[src/rtl/stream_mux_rr_pkg.sv]
// Shared constants, state encoding and sizing helper for the stream_mux_rr block.
package stream_mux_pkg;

  localparam logic MODE_FIXED = 1'b0;
  localparam logic MODE_RR    = 1'b1;

  typedef enum logic {
    ST_EMPTY = 1'b0,
    ST_FULL  = 1'b1
  } state_e;

  // Width needed to index nrOfInputs channels (at least one bit).
  function automatic int unsigned sel_bits_f(input int unsigned n);
    return (n <= 1) ? 1 : $clog2(n);
  endfunction

endpackage

[src/rtl/stream_mux_rr_if.sv]
// Producer-side and consumer-side stream signals of stream_mux_rr.
interface stream_mux_rr_if #(
  parameter int unsigned nrOfBits   = 8,
  parameter int unsigned nrOfInputs = 4,
  parameter int unsigned selBits    = 2
);
  logic [nrOfInputs*nrOfBits-1:0] muxIn;
  logic [nrOfInputs-1:0]          inValid;
  logic [nrOfInputs-1:0]          inReady;
  logic [nrOfBits-1:0]            muxOut;
  logic                           outValid;
  logic                           outReady;
  logic [selBits-1:0]             outChan;

  modport master (
    output muxIn, inValid, outReady,
    input  inReady, muxOut, outValid, outChan
  );

  modport slave (
    input  muxIn, inValid, outReady,
    output inReady, muxOut, outValid, outChan
  );
endinterface

[src/rtl/stream_mux_rr_pick.sv]
// Combinational round-robin picker: first requesting index after last_i, wrapping.
module rr_priority_pick #(
  parameter int unsigned N  = 4,
  parameter int unsigned SW = 2
) (
  input  logic [N-1:0]  req_i,
  input  logic [SW-1:0] last_i,
  output logic [SW-1:0] cand_o,
  output logic          found_o
);

  int unsigned idx;

  always_comb begin
    cand_o  = '0;
    found_o = 1'b0;
    idx     = 0;
    // Nearest index after last_i wins; step N lands back on last_i itself.
    for (int unsigned i = 1; i <= N; i++) begin
      idx = (32'(last_i) + i) % N;
      if (!found_o && req_i[idx]) begin
        found_o = 1'b1;
        cand_o  = SW'(idx);
      end
    end
  end

endmodule

[src/rtl/stream_mux_rr.sv]
// N:1 stream mux with registered output, fixed or round-robin select.
// Optional counters (grantCount, stallCycles) under STREAM_MUX_RR_STATS_EN.
module stream_mux_rr
  import stream_mux_pkg::*;
#(
  parameter int unsigned nrOfBits   = 8,
  parameter int unsigned nrOfInputs = 4,
  parameter int unsigned selBits    = sel_bits_f(nrOfInputs)
) (
  input  logic               clock,
  input  logic               reset,
  input  logic               enable,
  input  logic               mode,
  input  logic [selBits-1:0] sel,
  stream_mux_rr_if.slave     bus
`ifdef STREAM_MUX_RR_STATS_EN
  ,
  output logic [15:0]        grantCount,
  output logic [15:0]        stallCycles
`endif
);

  state_e                  state_q, state_d;
  logic [nrOfBits-1:0]     data_q, data_d;
  logic [selBits-1:0]      chan_q, chan_d;
  logic [selBits-1:0]      last_q, last_d;
  logic [nrOfInputs-1:0]   sel_mask;
  logic [nrOfInputs-1:0]   req;
  logic [nrOfInputs-1:0]   ready_c;
  logic [selBits-1:0]      cand;
  logic                    found;
  logic                    slot_free;
  logic                    grant;

  // An out-of-range sel matches no bit, so fixed mode then has no candidate.
  always_comb begin
    sel_mask = '0;
    for (int unsigned k = 0; k < nrOfInputs; k++) begin
      sel_mask[k] = (selBits'(k) == sel);
    end
  end

  assign req = (mode == MODE_RR) ? bus.inValid : (bus.inValid & sel_mask);

  rr_priority_pick #(
    .N  (nrOfInputs),
    .SW (selBits)
  ) u_pick (
    .req_i   (req),
    .last_i  (last_q),
    .cand_o  (cand),
    .found_o (found)
  );

  always_ff @(posedge clock) begin
    if (reset) begin
      state_q <= ST_EMPTY;
      data_q  <= '0;
      chan_q  <= '0;
      last_q  <= selBits'(nrOfInputs - 1);
    end else begin
      state_q <= state_d;
      data_q  <= data_d;
      chan_q  <= chan_d;
      last_q  <= last_d;
    end
  end

  always_comb begin
    state_d   = state_q;
    data_d    = data_q;
    chan_d    = chan_q;
    last_d    = last_q;
    ready_c   = '0;
    slot_free = (state_q == ST_EMPTY) || bus.outReady;
    grant     = enable && slot_free && found && !reset;

    if (grant) begin
      ready_c[cand] = 1'b1;
      data_d        = bus.muxIn[32'(cand)*nrOfBits +: nrOfBits];
      chan_d        = cand;
      if (mode == MODE_RR) begin
        last_d = cand;
      end
    end

    case (state_q)
      ST_EMPTY: if (grant) state_d = ST_FULL;
      ST_FULL:  if (!grant && bus.outReady) state_d = ST_EMPTY;
      default:  state_d = ST_EMPTY;
    endcase
  end

  assign bus.inReady  = ready_c;
  assign bus.muxOut   = data_q;
  assign bus.outChan  = chan_q;
  assign bus.outValid = (state_q == ST_FULL);

`ifdef STREAM_MUX_RR_STATS_EN
  logic [15:0] grant_cnt_q;
  logic [15:0] stall_cnt_q;

  // Grant count wraps; stall count saturates.
  always_ff @(posedge clock) begin
    if (reset) begin
      grant_cnt_q <= '0;
      stall_cnt_q <= '0;
    end else begin
      if (grant) begin
        grant_cnt_q <= grant_cnt_q + 16'd1;
      end
      if (state_q == ST_FULL && !bus.outReady && stall_cnt_q != 16'hFFFF) begin
        stall_cnt_q <= stall_cnt_q + 16'd1;
      end
    end
  end

  assign grantCount  = grant_cnt_q;
  assign stallCycles = stall_cnt_q;
`endif

endmodule

[src/flat_wrapper.sv]
// flat-port wrapper written by rule: the top's interface ports become plain ports
module stream_mux_rr_flat import stream_mux_pkg::*;
#(
  parameter int unsigned nrOfBits   = 8,
  parameter int unsigned nrOfInputs = 4,
  parameter int unsigned selBits    = sel_bits_f(nrOfInputs)
)
  (clock, reset, enable, mode, sel, bus_muxIn, bus_inValid, bus_outReady, bus_inReady, bus_muxOut, bus_outValid, bus_outChan);
  stream_mux_rr_if #(.nrOfBits(nrOfBits), .nrOfInputs(nrOfInputs), .selBits(selBits)) bus_i ();
  input  logic clock;
  input  logic reset;
  input  logic enable;
  input  logic mode;
  input  logic [selBits-1:0] sel;
  input wire logic [$bits(bus_i.muxIn)-1:0] bus_muxIn;
  input wire logic [$bits(bus_i.inValid)-1:0] bus_inValid;
  input wire logic [$bits(bus_i.outReady)-1:0] bus_outReady;
  output wire logic [$bits(bus_i.inReady)-1:0] bus_inReady;
  output wire logic [$bits(bus_i.muxOut)-1:0] bus_muxOut;
  output wire logic [$bits(bus_i.outValid)-1:0] bus_outValid;
  output wire logic [$bits(bus_i.outChan)-1:0] bus_outChan;
  assign bus_i.muxIn = bus_muxIn;
  assign bus_i.inValid = bus_inValid;
  assign bus_i.outReady = bus_outReady;
  assign bus_inReady = bus_i.inReady;
  assign bus_muxOut = bus_i.muxOut;
  assign bus_outValid = bus_i.outValid;
  assign bus_outChan = bus_i.outChan;
  stream_mux_rr #(.nrOfBits(nrOfBits), .nrOfInputs(nrOfInputs), .selBits(selBits)) u_core (.clock(clock), .reset(reset), .enable(enable), .mode(mode), .sel(sel), .bus(bus_i));
endmodule
[config.mk]
export PLATFORM = sky130hd
export DESIGN_NAME = stream_mux_rr_flat
export DESIGN_NICKNAME = d
export VERILOG_FILES = /design/src/rtl/stream_mux_rr_pkg.sv /design/src/rtl/stream_mux_rr_if.sv /design/src/rtl/stream_mux_rr_pick.sv /design/src/rtl/stream_mux_rr.sv /design/src/flat_wrapper.sv
export SDC_FILE = /design/constraint.sdc
export NUM_CORES = 1
export LEC_CHECK = 0
export CAP_MARGIN = 40
export CORE_UTILIZATION = 40
export CTS_CLUSTER_DIAMETER = 30
export CTS_CLUSTER_SIZE = 20
export DETAILED_ROUTE_END_ITERATION = 8
export GPL_TIMING_DRIVEN = 0
export PLACE_DENSITY_LB_ADDON = 0.12
export REMOVE_ABC_BUFFERS = 1
export SYNTH_ARGS = -nofsm -noshare
export SYNTH_HDL_FRONTEND = slang
export SYNTH_SLANG_ARGS = --single-unit
export TNS_END_PERCENT = 50
[constraint.sdc]
create_clock -name clock -period 5.1 [get_ports clock]
set_clock_uncertainty 0.15 [all_clocks]
set_input_delay 1.02 -clock clock [delete_from_list [all_inputs] [get_ports clock]]
set_output_delay 1.02 -clock clock [all_outputs]
set_load 0.01 [all_outputs]
==> results of run 1 <==
-- metal layers --
metal  part of all wire (%)  global-route usage, %  wire length (um)
met1                     44                  28.16              1284
met2                     51                  39.18              1489
met3                    5.0                  4.386               146
met4                   0.68                  5.405                20
met5                      0                      0                 0
-- cells in the final DEF, fill, tap and decap left out, drive strengths merged, types with 2 or more instances in the layout --
master and instances:
dfxtp 13, a32oi 6, nand2b 3, a21oi 7, clkbuf 4, buf 4, o211ai 7, a211oi 3
and2b 2, o21ai 10, nand3 7, nand2 6, o211a 2, nor2 8, clkdlybuf4s50 57, mux2i 9
nor4 2, inv 5, and2 2, o21a 2
-- final timing paths --
kind                            slack, ns                    to                  from
worst max register to register       3.17  u_core.bus.muxOut[3]      u_core.last_q[0]
worst min-delay path                 0.35  u_core.bus.muxOut[2]  u_core.bus.muxOut[2]
worst min register to register       0.35  u_core.bus.muxOut[2]  u_core.bus.muxOut[2]
worst max-delay path                 0.43        bus_inReady[3]                sel[1]
-- power breakdown --
| group | switching [uW] | leakage, uW | internal (uW) |
|---|---|---|---|
| logic | 58.9 | 0.000504 | 75.3 |
| registers | 6.01 | 0.000107 | 112 |
| clock network | 35.9 | 0.0000150 | 30.4 |
| total | 101 | 0.000626 | 218 |
-- cells in the mapped netlist (3+ instances only) --
cell type / n
nand2_1: 6
nor2_1: 7
mux2i_1: 9
nand3_1: 7
dfxtp_1: 13
buf_6: 3
a32oi_1: 6
nand2b_1: 3
o211ai_1: 7
inv_1: 5
o21ai_0: 7
a21oi_1: 4
-- through the flow --
step	cell area, um2	setup slack [ns]	std cells
floorplan	943.4	1.606	106
global placement	1549	0.1515	191
detailed placement	1549	0.1128	191
CTS	1575	0.1072	195
global route	1605	0.2725	199
finish	1605	0.4251	199
-- cells by family (layout without fill, tap and decap cells) --
logic type	after synthesis	in the layout	synth area share [%]
mux	10	10	10.27
simple gates	35	35	21.55
flops	13	13	26.36
buf+inv	10	70	6.337
compound gates	43	43	35.49
-- flip-flops by register name, indices dropped and copies added (netlist names) --
| signal | flops |
|---|---|
| u_core.bus.muxOut | 8 |
| u_core.bus.outChan | 2 |
| u_core.last_q | 2 |
| u_core.bus.outValid | 1 |
-- worst reg2reg max path, stage by stage, from the launching register on --
cell and delay (ns):
dfxtp_1 0.33, nand2b_1 0.13, o21ai_1 0.30, a2bb2oi_2 0.28
or2_1 0.36, a32oi_1 0.18, o211ai_1 0.13
-- layout make-up --
type                       count  area [um2]
multi-input combinational     88       664.4
sequential                    13       260.3
timing repair buffer          61       600.6
inverter                       5       18.77
tap                           28       35.03
clock buffer                   4       26.28
fill                         203       670.6
==> flow_metrics.py, run 1 <==
metrics = {
    "yosys": {
        "synth.top_cell.area_share_pct": 26.36,
        "syn_area_per_cell_um2": 8.894,
        "synthesis.area_um2": 987.2,
        "synth_edf_count": 0,
        "ys_warn_count": 0,
        "synth_seq_cells": 13,
        "netlist_instances": 111,
        "synth_cell_types": 38,
        "ys_async_sr_fraction_pct": 0,
        "synthTopCellsByArea": "dfxtp_1 26%, mux2i_1 9.1%, o211ai_1 5.3%",
        "seq_area_frac_synth_pct": 26.36,
        "synthFlopType": "dfxtp_1",
        "synth.largest_area_cell": "dfxtp_1",
    },
    "timing": {
        "finalHoldViolations": 0,
        "relSlewSlack_pct": 65.49,
        "tns_ns": 0,
        "setup_viol": 0,
        "tightest_slew_ns": 0.5164,
        "hold_slack_ns": 0.3543,
        "rsz0062_at_grt": "no",
        "slew_violations": 0,
        "clock.fmax_mhz": 213.9,
        "period_needed_ns": 4.675,
        "period_share_pct": 91.67,
    },
    "setup_path": {
        "cp_top_family": "buffers and inverters",
        "crit_fanout": 10,
        "cp.depth": 7,
        "timing.critical_path.cells": "clkdlybuf4s50_1, a21oi_1, o21ai_1, a2bb2oi_2, or2_1, and2_2, clkdlybuf4s50_1",
        "arrival_ns": 3.50,
        "crit_path_end_kind": "output pin",
        "required_ns": 3.93,
        "start_kind": "input port",
        "cp_common_cell": "clkdlybuf4s50_1",
        "critPathKind": "input port to output pin",
        "reg2regPathDepth": 6,
        "slowest_stage": "clkdlybuf4s50_1",
        "critPathBufInv": 2,
        "slowest_delay_ns": 0.67,
    },
    "power": {
        "fin_total_pwr_uw": 318.7,
        "ir_worst_vdd_mv": 0.1580,
        "p_per_area_mw_per_mm2": 198.5,
        "power.leakage_uw": 0.0006257,
    },
    "die": {
        "die_y_um": 51.68,
        "die-area_mm2": 0.002671,
        "row_count": 17,
        "die_w_um": 51.68,
        "core_mm2": 0.002276,
        "ioPinCount": 58,
        "initial_core_util_pct": 43.38,
    },
    "placement": {
        "place.gp.congestion": 0.7545,
        "place.detailed.hpwl_um": 2252,
        "io_buffers": 57,
    },
    "global_route": {
        "grt_max_degree": 19,
        "grt_pass1_vias": 1009,
        "grt_pass1_wl_um": 4457,
        "track_usage_pct": 22.47,
        "grt-ovfl-total": 0,
        "grt_antenna_before_repair": 0,
    },
    "detailed_routing": {
        "drtAntennaViolNets": 0,
        "vias_per_cell": 5.392,
        "routedWlPerCell_um": 14.78,
        "vias": 1073,
        "drc": 0,
        "drt_iter0_drc": 19,
        "drt_pass1_iterations": 4,
        "finalWirelength_um": 2941,
    },
    "worst_hold_path": {
        "hold_path_class": "register to register",
        "worstHoldPathCells": 2,
    },
    "clock_network": {
        "cts_resized": 0,
        "ctsRootBufferMaster": "clkbuf_4",
        "cts_buffers": 3,
        "cts_setup_buffers": 0,
        "hold_buffers": 0,
        "cts_sinks": 13,
        "cts_tree": "built",
        "clock_path_buffers": 2,
        "clkTransAtPathRegs_ns": 0.08,
        "cts.htree.levels": 1,
        "clkLatencyLatePin_ns": 0.28,
    },
    "finish": {
        "diodes": 0,
        "layout.nets": 215,
        "area_growth_pct": 62.61,
        "post-route-util_pct": 70.53,
        "post_route_cells_drive_above_1_share_pct": 14.62,
    },
    "run": {
        "cap_violations": 0,
    },
    "run_status": {
        "outcome": "finished, final reports clean",
    },
}
Note: power is estimated with default switching activity, not from simulation.
==> inputs of run 2 (changes only) <==
--- a/config.mk
+++ b/config.mk
@@ -16,4 +16,4 @@
 export SYNTH_ARGS = -nofsm -noshare
 export SYNTH_HDL_FRONTEND = slang
 export SYNTH_SLANG_ARGS = --single-unit
-export TNS_END_PERCENT = 50
+export TNS_END_PERCENT = 1
==> results of run 2 <==
Final layout, timing and power as in run 1 (identical DEF).
